==> src/rtl/round_pkg.sv <==
// round_pkg
// Shared definitions for the step rounding unit: rounding mode codes and the
// controller state encoding. Imported by round_step_seq and round_decide.
package round_pkg;

    // Rounding modes carried on the 2-bit mode input
    localparam logic [1:0] RND_NEAR  = 2'd0;  // nearest, ties round up
    localparam logic [1:0] RND_FLOOR = 2'd1;  // toward zero
    localparam logic [1:0] RND_CEIL  = 2'd2;  // away from zero
    localparam logic [1:0] RND_EVEN  = 2'd3;  // nearest, ties to even quotient

    // Controller states
    typedef enum logic [1:0] {
        IDLE = 2'd0,
        DIV  = 2'd1,
        ADJ  = 2'd2,
        DONE = 2'd3
    } state_t;

endpackage

==> src/rtl/round_decide.sv <==
// round_decide
// Combinational rounding decision. Given the remainder and partial quotient
// left by the subtract loop, chooses whether to step up to the next multiple
// of STEP and flags results that no longer fit in WIDTH bits.
//
// Ports:
//   rem   in  WIDTH    remainder x mod STEP
//   base  in  WIDTH    largest multiple of STEP not above x
//   q_lsb in  1        LSB of the quotient x / STEP (for ties-to-even)
//   mode  in  2        rounding mode (round_pkg RND_*)
//   cand  out WIDTH+1  candidate result, one bit wider so it cannot wrap
//   ovf   out 1        cand exceeds 2^WIDTH-1
module round_decide
    import round_pkg::*;
#(
    parameter int WIDTH = 8,
    parameter int STEP  = 10
) (
    input  logic [WIDTH-1:0] rem,
    input  logic [WIDTH-1:0] base,
    input  logic             q_lsb,
    input  logic [1:0]       mode,
    output logic [WIDTH:0]   cand,
    output logic             ovf
);

    localparam logic [WIDTH:0] STEP_X = (WIDTH+1)'(STEP);
    localparam logic [WIDTH:0] MAX_X  = {1'b0, {WIDTH{1'b1}}};

    logic [WIDTH:0] two_rem;
    logic           up;

    // Comparing 2*rem against STEP avoids a fractional half-step threshold;
    // the extra bit keeps 2*rem from wrapping for large remainders.
    always_comb begin
        two_rem = {rem, 1'b0};
        up      = 1'b0;
        case (mode)
            RND_NEAR:  up = (two_rem >= STEP_X);
            RND_FLOOR: up = 1'b0;
            RND_CEIL:  up = (rem != '0);
            RND_EVEN:  up = (two_rem > STEP_X) || ((two_rem == STEP_X) && q_lsb);
            default:   up = 1'b0;
        endcase
        cand = {1'b0, base} + (up ? STEP_X : '0);
        ovf  = (cand > MAX_X);
    end

endmodule

==> src/rtl/round_step_seq.sv <==
// round_step_seq
// Sequential rounder: rounds an unsigned WIDTH-bit value to a multiple of STEP
// using a repeated-subtraction loop, then applies one of four rounding modes.
// Results above 2^WIDTH-1 saturate to the largest representable multiple.
//
// Ports:
//   clk        in  1      rising-edge clock
//   rst        in  1      synchronous active-high reset
//   in_valid   in  1      request carries valid x/mode
//   in_ready   out 1      block can accept a request (IDLE and not in reset)
//   x          in  WIDTH  value to round, sampled at acceptance
//   mode       in  2      rounding mode (round_pkg RND_*)
//   out_valid  out 1      result available
//   out_ready  in  1      consumer takes the result
//   out        out WIDTH  rounded result, held while out_valid && !out_ready
//   ovf        out 1      result saturated, qualified by out_valid
//   busy       out 1      controller not in IDLE
module round_step_seq
    import round_pkg::*;
#(
    parameter int WIDTH = 8,
    parameter int STEP  = 10
) (
    input  logic             clk,
    input  logic             rst,
    input  logic             in_valid,
    output logic             in_ready,
    input  logic [WIDTH-1:0] x,
    input  logic [1:0]       mode,
    output logic             out_valid,
    input  logic             out_ready,
    output logic [WIDTH-1:0] out,
    output logic             ovf,
    output logic             busy
);

    // Reject parameter combinations the datapath cannot represent
    generate
        if (WIDTH < 4) begin : g_bad_width
            $error("round_step_seq: WIDTH must be at least 4");
        end
        if ((STEP < 2) || (longint'(STEP) > ((longint'(1) << WIDTH) - 1))) begin : g_bad_step
            $error("round_step_seq: STEP must lie in 2 .. 2^WIDTH-1");
        end
    endgenerate

    localparam logic [WIDTH-1:0] STEP_N  = WIDTH'(STEP);
    localparam logic [WIDTH-1:0] MAX_N   = {WIDTH{1'b1}};
    // Largest multiple of STEP that still fits in WIDTH bits
    localparam logic [WIDTH-1:0] SAT_MAX = MAX_N - (MAX_N % STEP_N);

    state_t           state;
    logic [WIDTH-1:0] rem;
    logic [WIDTH-1:0] base;
    logic             q_lsb;
    logic [1:0]       mode_r;

    logic [WIDTH:0]   dec_cand;
    logic             dec_ovf;

    assign in_ready = (state == IDLE) && !rst;

    round_decide #(
        .WIDTH (WIDTH),
        .STEP  (STEP)
    ) u_decide (
        .rem   (rem),
        .base  (base),
        .q_lsb (q_lsb),
        .mode  (mode_r),
        .cand  (dec_cand),
        .ovf   (dec_ovf)
    );

    // Controller and subtract loop. base + rem always equals the captured x,
    // so base never overflows WIDTH bits while looping. q_lsb tracks the
    // quotient parity for ties-to-even without keeping a full quotient.
    always_ff @(posedge clk) begin
        if (rst) begin
            state     <= IDLE;
            rem       <= '0;
            base      <= '0;
            q_lsb     <= 1'b0;
            mode_r    <= RND_NEAR;
            out       <= '0;
            ovf       <= 1'b0;
            out_valid <= 1'b0;
            busy      <= 1'b0;
        end else begin
            case (state)
                IDLE: begin
                    if (in_valid) begin
                        rem    <= x;
                        base   <= '0;
                        q_lsb  <= 1'b0;
                        mode_r <= mode;
                        busy   <= 1'b1;
                        state  <= DIV;
                    end
                end
                DIV: begin
                    if (rem >= STEP_N) begin
                        rem   <= rem - STEP_N;
                        base  <= base + STEP_N;
                        q_lsb <= ~q_lsb;
                    end else begin
                        state <= ADJ;
                    end
                end
                ADJ: begin
                    // The carry bit of cand implies ovf; testing both keeps
                    // the selection robust to either flag alone.
                    if (dec_ovf || dec_cand[WIDTH]) begin
                        out <= SAT_MAX;
                        ovf <= 1'b1;
                    end else begin
                        out <= dec_cand[WIDTH-1:0];
                        ovf <= 1'b0;
                    end
                    out_valid <= 1'b1;
                    state     <= DONE;
                end
                DONE: begin
                    if (out_ready) begin
                        out_valid <= 1'b0;
                        busy      <= 1'b0;
                        state     <= IDLE;
                    end
                end
                default: begin
                    state <= IDLE;
                end
            endcase
        end
    end

endmodule

==> config.mk <==
export PLATFORM = sky130hd
export DESIGN_NAME = round_step_seq
export DESIGN_NICKNAME = d
export VERILOG_FILES = /design/src/rtl/round_pkg.sv /design/src/rtl/round_decide.sv /design/src/rtl/round_step_seq.sv
export SDC_FILE = /design/constraint.sdc
export NUM_CORES = 1
export LEC_CHECK = 0
export ABC_AREA = 1
export BUFFER_PORTS_ARGS = -buffer_cell sky130_fd_sc_hd__buf_4
export CAP_MARGIN = 40
export CORE_MARGIN = 2
export CORE_UTILIZATION = 50
export CTS_CLUSTER_DIAMETER = 50
export DETAILED_ROUTE_END_ITERATION = 7
export GPL_ROUTABILITY_DRIVEN = 0
export PLACE_DENSITY = 0.71
export SKIP_LAST_GASP = 1
export SLEW_MARGIN = 20
export SYNTH_ARGS = -nofsm -noshare
export SYNTH_HDL_FRONTEND = slang
export SYNTH_SLANG_ARGS = --single-unit
==> constraint.sdc <==
create_clock -name clk -period 2.26 [get_ports clk]
set_input_delay 0.226 -clock clk [delete_from_list [all_inputs] [get_ports clk]]
set_output_delay 0.226 -clock clk [all_outputs]
set_load 0.03 [all_outputs]
* Word-level counts from Yosys, hierarchy flattened *
Index checks and enable logic that the tools add are counted.

storage, ports and cells
  flip-flop bits (word level) = 32
  bits in latches = 0
  RAM bits = 0
  memory bits (read-only) = 0
  input port bits = 14
  output and inout port bits = 12
  word-level logic and storage cells = 65
  memories = 0

operators by class
  add/sub/neg operators = 3
  multiply operators = 0
  divide/modulo/power cells = 0
  magnitude comparators = 4
  equal/unequal tests = 11
  shifts and indexed selects = 0
  mux-type cells = 21
  bitwise gates (word level) = 1
  reductions and logical operators = 16

operators with widths
  kind                 number
  $mux 8               5
  $pmux 8 s2           2
  $add 8x9->9          1
  $ge 9x4->1 const B   1
  $gt 9x4->1 const B   1
  $gt 9x8->1 const B   1
  $reduce_and 3->1     3
  $add 8x4->8 const B  1
  $eq 2x2->1 const B   4
  $eq 8x3->1 const B   1
  $ge 8x4->1 const B   1
  $ne 2x2->1 const B   4
  $pmux 2 s4           1
  $reduce_bool 8->1    1
  $sub 8x4->8 const B  1
  $mux 2               3
  $pmux 1 s2           3
  $reduce_bool 2->1    3
  $mux 1               5
  $eq 2x1->1 const B   2
  $logic_not 2->1      2
  $mux 4               1
  $pmux 1 s4           1
  $reduce_and 2->1     2
  4 further kinds      6

* Longest topological paths before layout *
Gate-level depths: netlist of run 1.

  depth in word-level cells = 9
  mapped depth = 11
  gate-level depth less buffers = 11

* By module *
From an unflattened synthesis of run 1, not the netlist that was laid out.

unflattened totals
  cell total of the unflattened synthesis = 258
  area total of the unflattened synthesis = 1,793.0 µm²

by module, submodules not included
  module          instances  cells each  area each (µm²)  sequential area each (µm²)
  round_step_seq  1          216         1,565.3          620.6
  round_decide    1          42          227.7            0.0

* Least setup slack after synthesis of run 1 *
OpenSTA, ideal clock, no wires.

  kind = reg-to-reg
  start = register rem[1]
  end = register out[7]
  setup time = 0.070 ns
  arrival time = 1.737 ns
  slack = 0.454 ns
  cell stages (with the launch flop) = 12
  period minus slack after synthesis = 1.806 ns
  cell sequence = dfxtp_1 -> nor2_1 -> o22ai_1 -> nand3_1 -> a22oi_1 -> ha_1 -> ha_1 -> nand2_1 -> a21oi_1 -> nand2_1 -> xor2_1 -> a21oi_1

on the way
  cells in the longest elaborated chain, start to end = 9

ends and longest elaborated chain
  element                                             line                   text
  from (decl)                                         round_step_seq.sv:53   logic [WIDTH-1:0] rem;
  from (signal assigned)                              round_step_seq.sv:103  rem <= rem - STEP_N;
  branches (longest 3 deep; another with $gt 9x4->1)  n/a
  $pmux 1 s4 *                                        round_decide.sv:38     case (mode)
  $mux 4 *                                            round_decide.sv:45     cand = {1'b0, base} + (up ? STEP_X : '0);
  $add 8x9->9 *                                       round_decide.sv:45
  $gt 9x8->1                                          round_decide.sv:46     ovf = (cand > MAX_X);
  $logic_or 1x1->1                                    round_step_seq.sv:113  if (dec_ovf || dec_cand[WIDTH]) begin
  $mux 8 *                                            round_step_seq.sv:113
  to (signal assigned)                                round_step_seq.sv:117  out <= dec_cand[WIDTH-1:0];
  to (decl)                                           round_step_seq.sv:32   output logic [WIDTH-1:0] out,

Mark *: on every way between the ends.
A chain may end at the register's enable or synchronous reset.

* Worst setup path after layout of run 1 *
  start = register rem[4]
  end = register out[3]

Same word-level chain as after synthesis.

==> results.md, run 1 <==
* Port Buf Inserts at 25
* Clk slew on worst S/H paths at 0.11 ns
* Slew Limit Headroom at ~66%
* Hold path depth at 3
* Fillers at 344
* Vias in the first global route at 1,569
* Detailed-route via count at 1,582
* Post-DR wirelength/cell at 11.4 µm
* Std-Cell Rows at 21
* Cell Pwr Density at 1330 nW/µm²
* Post-CTS Setup Inserts at 0
* RSZ-0062 raised after global routing: no
* Worst EP required at between 2 and 3 ns
* Worst-Skew Late Latency at 0.35 ns
* Worst hold-check path type: input pin to flop
* R2r setup slk at 0.22 ns
* Fin Clk Skew at around 0.0075 ns
* Met3 Track Usage GR at around 5.2%
* Starting density of the core at 51.9%
* Area Growth Syn to Fin at 15.8%
* CP Capture Type: flop
* YS warnings at 0
* Die area at between 3000 and 4000 µm²
* DRT iter0 DRCs at 70
* FMAX at about 0.49 GHz
* Worst slew pin tran at 0.516 ns
* WHS at between 0.1 and 0.15 ns
* Sequential-to-total area share from yosys stat at a little over a third
* CTS resizes at 0
* Worst r2r src: rem[4]
* Cell Chain, Critical Path: inv_1 > nand2_1 > nor3_1 > a22oi_1 > ha_1 > nand2_1 > o21ai_2 > nand3_1 > o21ai_2 > inv_1 > a21oi_1
* Max Transition Viols Final at 0
* HPWL after DPL at 2.66 mm
* Hold_buf cts at 0
* Outcome: finished, final reports clean
* Initial antenna violation count at 0
* Max-cap viol count at 0
* FF+latch count, synth at 31
* H-tree levels at 2
* Residual DRC at 0
* Max VDD drop at ~0.00079 V
* Final nets at 294
* Total wire length at 3.62 mm
* CTS tree: yes
* Yosys top cell area share at 35.9%
* Number of buffers created by CTS at 5
* CTS Sinks at 31
* Mapped Area at 1730 µm²
* Root Driver: clkbuf_4
* Utilization after layout at 60.0%
* Met1 Use GR at 27.0%
* Cell taking the most area after synthesis: dfxtp_1
* Critical path type: flop to flop
* Drt pass-1 iters at 4
* Final Hold Vio Count at 0
* Final setup viols at 0
* First-pass GRT wire length at 6.66 mm
* Worst Path Max Fanout at 6
* Fin crit share at 90.3%
* Syn avg cell area at 7.09 µm²
* # diodes at 0
* Die width at 62.8 µm
* Hold worst-path end: rem[0]
* Cells after DPL at 310
* Die extent in y at 62.8 µm
* Gate Count Post-Synth at roughly 240
* Arrival time at the worst endpoint at 2.32 ns
* Largest cells by area after synthesis: dfxtp_1, nand2_1, o21ai_0
* Syn_nets at 267
* Grt ovf at 0
* I/O Pins at 26
* M2 GR Usage at 33.7%
* Startpoint types: flop
* RR Endpoint: out[3]
* Largest net degree at the start of global routing at 20
* CORE AREA at 3340 µm²
* DRT antenna net count at 0
* HP Start: x[0]
* Via-to-Cell Ratio at 4.97
* Critical-path top delay cell: ha_1
* FF-to-FF path depth at 11
* GRT busiest layer: met2
* Finished Layout Cells at 318
* Leak at 0.912 nW
* Ratio of cells with drive above 1 in the final layout at between 20 and 25%
* Netlist cell types at 30
* Total track usage at 21.2%
* Min cycle time layout at approximately 2.0 ns
* TNS Setup at 0 ns
* Clock buffer depth at 2
* Crit path largest cell delay at roughly 0.35 ns
==> kinds of logic after synthesis <==
family                   share of synthesized area, %
AO/OA/AOI/OAI                                    21.8
XOR/XNOR                                         2.53
adder cells (fa/ha/maj)                          6.51
buffers and inverters                            10.3
flip-flops                                       35.9
AND/OR/NAND/NOR                                  23.0
==> cell type report <==
cell class / count / area, µm² / area share, %
well taps: 46 / 57.6 / 2.87
clock buffers: 5 / 37.5 / 1.87
repair buffers: 27 / 203 / 10.1
clock inverters: 3 / 20.0 / 0.999
inverters: 35 / 131 / 6.56
flip-flops and latches: 31 / 622 / 31.0
multi-input cells: 171 / 932 / 46.5
==> report_power, final <==
| part | leakage (nW) | internal, mW | switching (mW) |
|---|---|---|---|
| combinational | 0.631 | 0.525 | 0.960 |
| clock | 0.0272 | 0.119 | 0.208 |
| sequential | 0.254 | 0.721 | 0.140 |
| total | 0.912 | 1.36 | 1.31 |
==> cell usage in the layout (no fill, tap or decap), types with 9 or more instances in the layout <==
| cell | Yosys | layout |
|---|---|---|
| inv_1 | 32 | 32 |
| ha_1 | 9 | 9 |
| nor2_1 | 23 | 23 |
| nand2_1 | 45 | 45 |
| dfxtp_1 | 31 | 30 |
| buf_4 | 1 | 27 |
| o21ai_0 | 29 | 29 |
| nand3_1 | 12 | 12 |
| a21oi_1 | 24 | 24 |
==> how the worst max path moves through the flow <==
| stage | startpoint | end | slack, ns |
|---|---|---|---|
| 6_report | rem[4] | out[3] | 0.22 |
| 5_1_grt | rem[6] | out[3] | 0.01 |
| 4_1_cts | rem[1] | out[7] | 0.19 |
| 3_5_place_dp | rem[1] | out[7] | 0.21 |
| 3_3_place_gp | rem[1] | out[7] | 0.26 |
| 2_1_floorplan | rem[1] | out[7] | 0.45 |
==> stage by stage <==
stage                     total power, mW  worst slack [ns]  area [µm²]
after floorplan                      2.03             0.454        1730
after CTS                            2.69             0.194        2000
after global routing                 2.93            0.0130        2000
final                                2.67             0.219        2000
after global placement               2.33             0.261        1940
after detailed placement             2.35             0.213        1940
==> sequential cells by signal, summed over array words and instances, names as in the netlist <==
signal and cells:
mode_r 2, rem 8, state 2, base 7
out 8, out_valid 1, ovf 1, q_lsb 1
busy 1
==> per-layer routing <==
metal / vias up / part of all wire, %
met2: 41 / 41
met4: 0 / 2.0
li1: 849 / -
met1: 685 / 51
met3: 7 / 5.4
met5: - / 0
==> Yosys cell counts <==
cell type  count
o21ai_0       29
clkbuf_1       3
o21ai_1        1
nand2_2        3
nor2_4         1
nor3_1         2
a21oi_1       24
buf_2          1
xor2_1         4
ha_1           9
inv_2          3
a21oi_2        3
a22oi_1        1
nor2_2         1
inv_1         32
nand3_1       12
nand4_2        1
nand4_1        1
buf_6          2
or2_1          1
buf_4          1
nand2_4        1
o22ai_1        1
nand2_1       45
o31ai_1        1
nor2_1        23
o21ai_4        1
xnor2_1        1
dfxtp_1       31
o21ai_2        5
==> worst max-delay path: cells and delay by family, from the launching register on <==
family | cells | cell delay [ns]
and+or+nand+nor | 4 | 0.47
AOI/OAI and AO/OA | 4 | 0.61
buffers and inverters | 2 | 0.20
adders and majority gates | 1 | 0.35
DFF | 1 | 0.33
Power figures use the tool's default switching activity.
==> run 2, diff against run 1 <==
--- a/config.mk
+++ b/config.mk
@@ -8,7 +8,6 @@
 export ABC_AREA = 1
 export BUFFER_PORTS_ARGS = -buffer_cell sky130_fd_sc_hd__buf_4
 export CAP_MARGIN = 40
-export CORE_MARGIN = 2
 export CORE_UTILIZATION = 50
 export CTS_CLUSTER_DIAMETER = 50
 export DETAILED_ROUTE_END_ITERATION = 7
==> run 2 against run 1 <==
Compared with the run above:
- first-iteration DRC count up 60%
- clock power is 32% higher
- flip-flop and latch count stayed put
- critical path type unchanged
- largest cell class unchanged
==> results.md, run 2 (synthesized netlist as in run 1, its figures left out) <==
* Worst setup path start: rem[4]
* # diodes at 0 (unchanged)
* WHS at 0.126 ns (+0.00276 ns)
* Worst r2r src: rem[4]
* First-pass GRT wire length at 5.88 mm (-12%)
* R2r setup slk at 0.20 ns (-0.02 ns)
* Post-CTS Setup Inserts at 0 (unchanged)
* CP Capture Point: out[5]
* Arrival time at the worst endpoint at 2.33 ns (about the same)
* Cell Pwr Density at 1370 nW/µm² (+2.5%)
* Via-to-Cell Ratio at 5.00 (+0.57%)
* Cell Chain, Critical Path: inv_1 > nand2_1 > nor3_1 > a22oi_1 > ha_1 > nand2_1 > o21ai_2 > nand3_1 > o21ai_2 > inv_1 > a21oi_1
* Total track usage at 21.3% (+0.048 points)
* RR Endpoint: out[5]
* Clk slew on worst S/H paths at 0.11 ns (about the same)
* Die area at 3700 µm² (-6.3%)
* Die extent in y at 60.8 µm (-3.2%)
* Critical path depth at 11 (unchanged)
* Area Growth Syn to Fin at 16.5%
* Worst slew pin tran at 0.533 ns (+0.0169 ns)
* CORE AREA at 3180 µm² (-4.8%)
* Min cycle time layout at 2.06 ns (+0.0199 ns)
* Initial antenna violation count at 0 (unchanged)
* Largest net degree at the start of global routing at 20 (unchanged)
* Grt ovf at 0 (unchanged)
* Total wire length at 3.59 mm (-0.61%)
* Critical path type: flop to flop
* Clock buffer depth at 2 (unchanged)
* Worst-Skew Late Latency at 0.33 ns (-0.02 ns)
* Die width at 60.8 µm (-3.2%)
* Commonest non-fill, non-tap cell in the layout: nand2_1
* Leak at 0.925 nW (+1.5%)
* DRT antenna net count at 0 (unchanged)
* Residual DRC at 0 (unchanged)
* Number of buffers created by CTS at 5 (unchanged)
* Crit path largest cell delay at 0.34 ns (about the same)
* HPWL after DPL at 2.65 mm (-0.26%)
* RSZ-0062 raised after global routing: no
* CP Capture Type: flop
* I/O Pins at 26 (unchanged)
* Fin Clk Skew at 0.0117 ns (+0.00417 ns)
* CTS Sinks at 31 (unchanged)
* Drt pass-1 iters at 4 (unchanged)
* Worst Path Max Fanout at 6 (unchanged)
* Outcome: finished, final reports clean
* Max Transition Viols Final at 0 (unchanged)
* FF-to-FF path depth at 11 (unchanged)
* Detailed-route via count at 1,576 (-0.38%)
* Biggest regs: out: 8 flops, rem: 8 flops, base: 7 flops
* Final setup viols at 0 (unchanged)
* CTS resizes at 0 (unchanged)
* Buf/Inv on CP at 2 (unchanged)
* Max-cap viol count at 0 (unchanged)
* FMAX at 0.485 GHz (-0.97%)
* TNS Setup at 0 ns (unchanged)
* Startpoint types: flop
* Post-DR wirelength/cell at 11.4 µm (+0.34%)
* Hold_buf cts at 0 (unchanged)
* Final Hold Vio Count at 0 (unchanged)
* Worst EP required at 2.53 ns (about the same)
* Port Buf Inserts at 25 (unchanged)
* Fin crit share at 91.2% (+0.88 points)
* Ratio of cells with drive above 1 in the final layout at 19.6% (-0.66 points)
* DRT iter0 DRCs at 112 (+60%)
* H-tree levels at 2 (unchanged)
* Final nets at 293 (-0.34%)
* Critical-path top delay cell: ha_1
* Highest-count cells in the layout ignoring fill and taps: nand2_1, inv_1, dfxtp_1
* CTS tree: yes
* Slew Limit Headroom at 64.5% (-1.1 points)
* Root Driver: clkbuf_4
* Max VDD drop at 0.000703 V (-11%)
* Vias in the first global route at 1,358 (-13%)
* Std-Cell Rows at 20 (-4.8%)
* Starting density of the core at 54.4% (+2.6 points)
* CP delay by family, top: compound AO/OA/AOI/OAI gates
* Worst hold-check path type: input pin to flop
## run 2: cell types whose count changed in the layout (fill, tap and decap cells not counted), sizes merged
cell and delta:
bufinv +1, buf -1, clkinv +1, clkinvlp -2
## run 2: through the flow
stage	total power [mW]	worst slack, ns	instances	instance area [µm²]	utilization (%)
2_1_floorplan	2.03	0.454	244	1730	-
3_3_place_gp	2.31	0.274	307	1930	60.9
3_5_place_dp	2.33	0.245	307	1930	60.9
4_1_cts	2.78	0.216	315	2020	63.4
5_1_grt	3.00	0.0258	315	2020	63.4
6_report	2.76	0.199	315	2020	63.4
## run 2: power by group
group / leakage, nW / internal [mW] / switching (mW)
sequential: 0.254 / 0.718 / 0.136
combinational: 0.626 / 0.513 / 0.955
clock: 0.0452 / 0.233 / 0.200
total: 0.925 / 1.46 / 1.29
## run 2: cell type report
type,instances,area (µm²)
clock inverter,3,43.8
fill,306,1160
tap,44,55.1
inverter,35,131
sequential,31,621
clock buffer,5,37.5
timing repair buffer,26,195
multi-input combinational,171,932
## run 2: how the worst min path moves through the flow
stage	start	slack, ns	endpoint	cells past startpoint
detailed placement	out[0]	0.44	out[0]	2
global route	mode[0]	0.14	mode_r[0]	3
CTS	x[0]	0.12	rem[0]	3
floorplan	x[0]	0.36	rem[0]	2
global placement	out[0]	0.43	out[0]	2
finish	x[0]	0.13	rem[0]	3
## run 2: worst min-delay path, stage by stage
cell and delay (ns):
buf_4 0.07, nor2_1 0.03, nor2_1 0.09
## run 2: routing by layer
metal / up-vias / share of wire [%] / global-route usage (%)
met2: 27 / 44 / 32.8
met1: 701 / 52 / 29.4
li1: 844 / - / -
met5: - / 0 / 0
met4: 0 / 0.67 / 6.49
met3: 4 / 3.4 / 5.33
